`src/rtl/fifo_rd_packer.sv`:
```
// fifo_rd_packer
// Read-domain consumer for an asynchronous FIFO. It pops DSIZE-bit words, packs PACK of them
// into one wide beat (lane 0 in the LSBs) and presents each beat on a valid/ready stream.
// A flush pulse forces a partial beat out, with m_keep marking the filled lanes.
//
// Ports:
//   rclk      read-domain clock, all state on rising edge
//   rrst      asynchronous active-high reset
//   rdata     FIFO read data, valid while rempty=0
//   rempty    FIFO empty flag
//   rinc      FIFO pop strobe (word on rdata consumed at this edge)
//   flush     single-cycle request to emit the partial accumulator
//   m_data    packed output beat, lane 0 in LSBs
//   m_keep    lane-valid mask for m_data
//   m_valid   output beat available
//   m_ready   downstream accept
//   busy      lanes held, flush pending, or beat waiting
//   beat_cnt  beats accepted downstream, wraps modulo 2^CNTW

module fifo_rd_packer #(
  parameter int unsigned DSIZE = 8,
  parameter int unsigned PACK  = 4,
  parameter int unsigned CNTW  = 16
) (
  input  logic                  rclk,
  input  logic                  rrst,
  input  logic [DSIZE-1:0]      rdata,
  input  logic                  rempty,
  output logic                  rinc,
  input  logic                  flush,
  output logic [PACK*DSIZE-1:0] m_data,
  output logic [PACK-1:0]       m_keep,
  output logic                  m_valid,
  input  logic                  m_ready,
  output logic                  busy,
  output logic [CNTW-1:0]       beat_cnt
);

  localparam int unsigned CW = $clog2(PACK + 1);
  localparam logic [CW-1:0] CntFull = CW'(PACK);

  logic [PACK-1:0][DSIZE-1:0] acc_q, acc_d;
  logic [CW-1:0]              cnt_q, cnt_d;
  logic                       flush_pend_q, flush_pend_d;
  logic [PACK-1:0][DSIZE-1:0] m_data_q, m_data_d;
  logic [PACK-1:0]            m_keep_q, m_keep_d;
  logic                       m_valid_q, m_valid_d;
  logic [CNTW-1:0]            beat_cnt_q, beat_cnt_d;

  logic slot_free;
  logic xfer;
  logic accept;

  always_comb begin
    // Pops are gated by reset so the FIFO never loses a word while we are held in reset.
    rinc      = !rrst && !rempty && (cnt_q < CntFull) && !flush_pend_q;
    slot_free = !m_valid_q || m_ready;
    xfer      = slot_free && ((cnt_q == CntFull) || (flush_pend_q && (cnt_q != '0)));
    accept    = m_valid_q && m_ready;
    busy      = (cnt_q != '0) || flush_pend_q || m_valid_q;
  end

  always_comb begin
    acc_d        = acc_q;
    cnt_d        = cnt_q;
    flush_pend_d = flush_pend_q;
    m_data_d     = m_data_q;
    m_keep_d     = m_keep_q;
    m_valid_d    = m_valid_q;
    beat_cnt_d   = beat_cnt_q;

    // rinc and xfer are mutually exclusive: xfer needs a full accumulator or a pending flush,
    // both of which block popping.
    if (rinc) begin
      for (int unsigned i = 0; i < PACK; i++) begin
        if (cnt_q == CW'(i)) begin
          acc_d[i] = rdata;
        end
      end
      cnt_d = cnt_q + CW'(1);
    end

    if (xfer) begin
      // Lanes at or above cnt are stale leftovers from an earlier beat; zero them.
      for (int unsigned i = 0; i < PACK; i++) begin
        if (CW'(i) < cnt_q) begin
          m_data_d[i] = acc_q[i];
          m_keep_d[i] = 1'b1;
        end else begin
          m_data_d[i] = '0;
          m_keep_d[i] = 1'b0;
        end
      end
      m_valid_d    = 1'b1;
      cnt_d        = '0;
      flush_pend_d = 1'b0;
    end else begin
      if (accept) begin
        m_valid_d = 1'b0;
      end
      // A flush with nothing accumulated is dropped.
      if (flush && (cnt_q != '0)) begin
        flush_pend_d = 1'b1;
      end
    end

    if (accept) begin
      beat_cnt_d = beat_cnt_q + CNTW'(1);
    end
  end

  always_ff @(posedge rclk or posedge rrst) begin
    if (rrst) begin
      acc_q        <= '0;
      cnt_q        <= '0;
      flush_pend_q <= 1'b0;
      m_data_q     <= '0;
      m_keep_q     <= '0;
      m_valid_q    <= 1'b0;
      beat_cnt_q   <= '0;
    end else begin
      acc_q        <= acc_d;
      cnt_q        <= cnt_d;
      flush_pend_q <= flush_pend_d;
      m_data_q     <= m_data_d;
      m_keep_q     <= m_keep_d;
      m_valid_q    <= m_valid_d;
      beat_cnt_q   <= beat_cnt_d;
    end
  end

  assign m_data   = m_data_q;
  assign m_keep   = m_keep_q;
  assign m_valid  = m_valid_q;
  assign beat_cnt = beat_cnt_q;

endmodule

```
`config.mk`:
```
export PLATFORM = sky130hd
export DESIGN_NAME = fifo_rd_packer
export DESIGN_NICKNAME = d
export VERILOG_FILES = /design/src/rtl/fifo_rd_packer.sv
export SDC_FILE = /design/constraint.sdc
export NUM_CORES = 1
export LEC_CHECK = 0
export ABC_AREA = 0
export BUFFER_PORTS_ARGS = -buffer_cell sky130_fd_sc_hd__buf_4
export CAP_MARGIN = 20
export CORE_UTILIZATION = 38
export DETAILED_ROUTE_END_ITERATION = 8
export REMOVE_ABC_BUFFERS = 1
export SYNTH_ARGS = -nofsm -noshare
export SYNTH_HDL_FRONTEND = slang
export SYNTH_SLANG_ARGS = --single-unit
```
`constraint.sdc`:
```
create_clock -name rclk -period 2.9 [get_ports rclk]
set_clock_uncertainty 0.1 [all_clocks]
set_input_delay 0.58 -clock rclk [delete_from_list [all_inputs] [get_ports rclk]]
set_output_delay 0.58 -clock rclk [all_outputs]
set_load 0.05 [all_outputs]
```
After elaboration in Yosys (flattened, before gate mapping)
Index checks and enable logic that the tools add are counted.
{ "classes": {"n_eq_ne": 4, "n_mux": 14, "n_addsub": 2, "magnitude_cmp": 5, "reduce_logical": 24} }
{ "ops": {"columns": ["cell", "count"], "rows": [
  ["8-bit two-way mux", 4],
  ["16-bit by 1-bit adder with 16-bit output (second input constant)", 1],
  ["1-bit two-way mux", 8],
  ["2-bit AND reduction", 4],
  ["1-bit logical AND", 7],
  ["3-bit by 2-bit equality test with 1-bit output (second input constant)", 2],
  ["1-bit by 3-bit less-than comparator with 1-bit output (first input constant)", 2],
  ["2-bit by 3-bit less-than comparator with 1-bit output (first input constant)", 2],
  ["3-bit two-way mux", 2],
  ["2-bit nonzero test", 3],
  ["1-bit zero test", 4],
  ["1-bit logical OR", 4],
  ["3-bit by 1-bit adder with 3-bit output (second input constant)", 1],
  ["3-bit by 1-bit equality test with 1-bit output (second input constant)", 1],
  ["3-bit equality test (second input constant)", 1],
  ["3-bit zero test", 1],
  ["3-bit less-than comparator (second input constant)", 1],
  ["3-bit nonzero test", 1]
]} }
{ "word_totals": {"regBits": 89, "input_bits": 13, "word_cells": 62, "output_inout_bits": 55} }

Longest topological paths before layout
{ "logic_depth": {"word_depth": 6, "mapped_depth": 8, "depth_no_buf": 6} }

Worst setup path after synthesis
OpenSTA, ideal clock, no wires.
{ "synth_path": {"path_type": "input to register", "start": "input port rrst", "end": "register acc_q[10] (netlist bit)", "t_required_ns": 2.675, "t_arrival_ns": 2.080, "setup_ns": 0.125, "path_stages": 3, "path_buffers": 0, "setup_slack_ns": 0.596, "cell_sequence": "nor4_4 > nand3_2 > mux2_2"} }
{ "synth_between": {"elab_chain_len": 5} }
{ "synth_lines": {"columns": ["item", "line", "source"], "rows": [
  ["start, declared", "26", "input logic rrst,"],
  ["1-bit zero test (no source line)", null, null],
  ["1-bit logical AND (3 in series)", "56", "rinc = !rrst && !rempty && (cnt_q < CntFull) && !flush_pend_q;"],
  ["2-bit AND reduction (no source line)", null, null],
  ["end signal, assigned", "114", "acc_q <= '0;"],
  ["end signal, assigned", "122", "acc_q <= acc_d;"],
  ["end, declared", "42", "logic [PACK-1:0][DSIZE-1:0] acc_q, acc_d;"]
]} }
No other way between the ends.
A chain may end at the register's enable or synchronous reset.

Final worst setup path
{ "layout_path": {"start": "register cnt_q[2]", "end": "output port rinc"} }
{ "layout_between": {"elab_chain_len": 3} }
{ "layout_lines": {"columns": ["item", "line", "source"], "rows": [
  ["start, declared", "43", "logic [CW-1:0] cnt_q, cnt_d;"],
  ["start signal, assigned", "123", "cnt_q <= cnt_d;"],
  ["3-bit less-than comparator", "56", null],
  ["1-bit logical AND (2 in series)", "56", null],
  ["end, declared", "29", "output logic rinc,"]
]} }
No other way between the ends.

==> PnR_summary.wiki <==
{| class="wikitable"
! Metric !! Value
|-
| Unrepaired setup endpoints after global routing || false
|-
| Maximum number of pins on one net before global-route repair || 54
|-
| Final-report hold violation count || 0
|-
| Most instantiated flip-flop cell in the synthesis netlist || sky130_fd_sc_hd__dfrtp_1
|-
| Met2 layer wire length in the routed design || around 3.3 mm
|-
| Post-layout net count || 387
|-
| Sequential fraction of the synthesis area || slightly below 60%
|-
| Ranking of synthesized cells by instance count || sky130_fd_sc_hd__dfrtp_1, sky130_fd_sc_hd__mux2_2, sky130_fd_sc_hd__inv_1
|-
| Count of TritonRoute iterations in the first routing pass || 4
|-
| Dominant combinational cell family by area after synthesis || multiplexers
|-
| Area of the mapped netlist || 3740 µm²
|-
| Effective utilization at floorplan || approximately 40%
|-
| Final setup margin || 316 ps
|-
| Critical path data required time || approximately 2200 ps
|-
| Layout filler cell count || 880
|-
| Leakage dissipation || approximately 2.2 nW
|-
| Worst-Skew Late Latency || 350 ps
|-
| Layout cells sized above 1 || 36.5%
|-
| Half-perimeter wire length after detailed placement || 4.94 mm
|-
| Slew of the pin with the lowest slew margin || 631 ps
|-
| Critical Path Fanout Max || 16
|-
| Average cell area after synthesis || 12.5 µm²
|-
| Worst reg-to-reg setup slack || between 700 and 800 ps
|-
| Min cycle time layout || 2580 ps
|-
| Number of max-capacitance violations reported || 0
|-
| Total clock sinks || between 80 and 90
|-
| Clock edge transition at the registers on the reported setup and hold paths || 90 ps
|-
| Warnings, synthesis || 0
|-
| Fraction of synthesized cell area in xor and xnor cells || 3.75%
|-
| Wire length on met3 || 277 µm
|-
| Post-DR vias/cell || 4.58
|-
| Multiplexer share of the synthesized area || 20.2%
|-
| Number of global-route vias before repair || approximately 2500
|-
| Antenna violations before repair || 0
|-
| Gates resized, CTS repair || 0
|-
| Vias after detailed routing || about 2300
|-
| Num ports || 68
|-
| Cell taking the most area after synthesis || sky130_fd_sc_hd__dfrtp_1
|-
| Maximum ir drop on the vdd rail || roughly 0.52 mV
|-
| Drt wl/cell || 14.2 µm
|-
| Cell with the largest stage delay on the worst path || sky130_fd_sc_hd__nor4_4
|-
| Cell types with the largest area share after synthesis || sky130_fd_sc_hd__dfrtp_1, sky130_fd_sc_hd__mux2_2, sky130_fd_sc_hd__mux2i_1
|-
| Simple logic cell fraction of the synthesized area || around a tenth
|-
| Most frequent cell after synthesis || sky130_fd_sc_hd__dfrtp_1
|-
| Complex-gate fraction of the synthesized area || 1.07%
|-
| EDFF count, synth || 0
|-
| Worst-case reg-to-reg path depth || 7
|-
| List of cells traversed by the critical path || nor4_4 -> buf_4
|-
| Iter 0 DRT Violations || 76
|-
| Die height || 101 µm
|-
| Total clock buffers created by CTS || 9
|-
| Antenna diodes || 0
|-
| Crit-path max cell delay || about 670 ps
|-
| Data arrival at the endpoint of the critical path || ~1900 ps
|-
| Total congestion overflow after global routing || 0
|-
| Outcome || finished, final reports clean
|-
| Share of flip-flops with an asynchronous set or reset after synthesis || 100%
|-
| Power per standard cell area || 970 nW/µm²
|-
| Post-CTS setup-driven buffer insertion count || 0
|-
| Number of distinct standard cells referenced by the synthesized netlist || 30
|-
| GR Util All Layers || 15.6%
|-
| Die ar. || 10200 µm²
|-
| Number of levels in the clock H-tree || 3
|-
| Period Utilization, post-route || 89.1%
|-
| Number of I/O port buffers || 67
|-
| Class of the tightest hold or removal check || in -> async
|-
| Highest signal layer in the routed design || met4
|-
| Share of Yosys cell area claimed by the top area cell type || between 50 and 60%
|-
| Syn-to-layout area delta || 23.9%
|-
| Type of origin of the critical path || flop
|-
| Routed WL || slightly above 7 mm
|-
| Multi-input gate area || 1360 µm²
|-
| Critical path class || reg -> out
|-
| Sort of element at the end of the critical path || output pin
|-
| Max Slew Vio Count || 0
|-
| Gate count after technology mapping || 300
|-
| First-pass GRT wire length || between 10 and 15 mm
|-
| Count of state elements after synthesis || just under 90
|-
| Upper clock frequency limit || 387 MHz
|-
| TritonCTS clock tree || built
|-
| Routed length on met1 || approximately 3.5 mm
|-
| Routability congestion estimate from global placement || approximately 0.76
|-
| Worst setup slack after placement || between 600 and 700 ps
|-
| Worst max-slew margin expressed relative to the limit || ~58%
|-
| Utilization after layout || 49.4%
|-
| Reg-to-Reg End || m_keep[1]
|-
| Number of nets still failing antenna checks after routing || 0
|-
| Row count || 35
|-
| Post-CTS Hold Buffers || 0
|-
| Number of setup violations in the final report || 0
|-
| Total core area || 9370 µm²
|-
| Clock Root Buffer || sky130_fd_sc_hd__clkbuf_8
|-
| Launching point of the worst reg2reg path || cnt_q[0]
|-
| Number of remaining DRC errors || 0
|-
| Area of all sequential standard cells || 2230 µm²
|-
| Synthesized-area fraction occupied by adder cells || ~1.3%
|-
| Chip width || 101 µm
|-
| Bufs on Longest Clock Path || 2
|}
-- worst max-delay path: cells and delay by family (launching register included) --
family / cells / cell delay [ps]
AND/OR/NAND/NOR: 1 / 670
flip-flops: 1 / 580
buffers and inverters: 1 / 310
-- cells in the final DEF, fill, tap and decap left out, types with 9 or more instances in the layout --
master	Yosys	layout
sky130_fd_sc_hd__dfrtp_1	89	89
sky130_fd_sc_hd__buf_4	0	67
sky130_fd_sc_hd__mux2_2	44	44
sky130_fd_sc_hd__inv_1	31	30
sky130_fd_sc_hd__nand2_1	30	30
sky130_fd_sc_hd__mux2i_1	26	26
sky130_fd_sc_hd__nor2_1	11	11
sky130_fd_sc_hd__clkbuf_8	0	10
sky130_fd_sc_hd__nor2b_1	9	9
sky130_fd_sc_hd__xnor2_1	9	9
-- stage by stage --
step / std cells / instance area (µm²) / total power, mW / hold slack (ps) / TNS [ps]
2_1_floorplan: 290 / 3690 / 3.12 / 371 / -49910
3_5_place_dp: 488 / 4410 / 3.61 / 366 / 0
6_report: 504 / 4630 / 4.49 / 223 / 0
3_3_place_gp: 488 / 4410 / 3.58 / 359 / 0
4_1_cts: 504 / 4630 / 4.55 / 227 / 0
5_1_grt: 504 / 4630 / 4.76 / 267 / 0
-- cell type report --
| class | instances | share of cell area, % |
|---|---|---|
| multi-input combinational | 170 | 29.4 |
| tap | 129 | 3.49 |
| inverter | 31 | 2.54 |
| sequential | 89 | 48.1 |
| clock buffer | 11 | 3.05 |
| timing repair buffer | 69 | 11.7 |
| clock inverter | 5 | 1.70 |
-- how the worst max path moves through the flow --
stage / from / end / slack (ps) / cells after the start
floorplan: cnt_q[0] / m_data[0] / -1180 / 6
global placement: rrst / rinc / 670 / 3
detailed placement: rrst / rinc / 660 / 3
CTS: cnt_q[2] / rinc / 290 / 2
global route: cnt_q[2] / rinc / 180 / 2
finish: cnt_q[2] / rinc / 320 / 2
-- where the power goes --
group          switching [mW]  leakage (nW)  internal [mW]
clock                   0.417         0.113          0.508
sequential              0.249          1.18           1.58
combinational            1.05         0.932          0.689
-- layer usage --
layer / global-route usage, % / vias to the layer above
met5: 0 / -
met4: 4.68 / 0
met3: 3.93 / 7
met2: 25.0 / 47
met1: 20.9 / 1138
li1: - / 1118
-- cells by family (layout without fill, tap and decap cells) --
family | Yosys count | count (layout)
and+or+nand+nor | 73 | 73
muxes | 70 | 70
buffers and inverters | 41 | 116
xor gates and xnor gates | 16 | 16
DFF | 89 | 89
adders and majority gates | 4 | 4
AOI/OAI and AO/OA | 7 | 7
-- registers in the layout, indices dropped and copies added (netlist names) --
signal and cells:
m_data 32, beat_cnt 16, cnt_q 3, acc_q 32, flush_pend_q 1, m_keep 4, m_valid 1
Power figures use the tool's default switching activity.
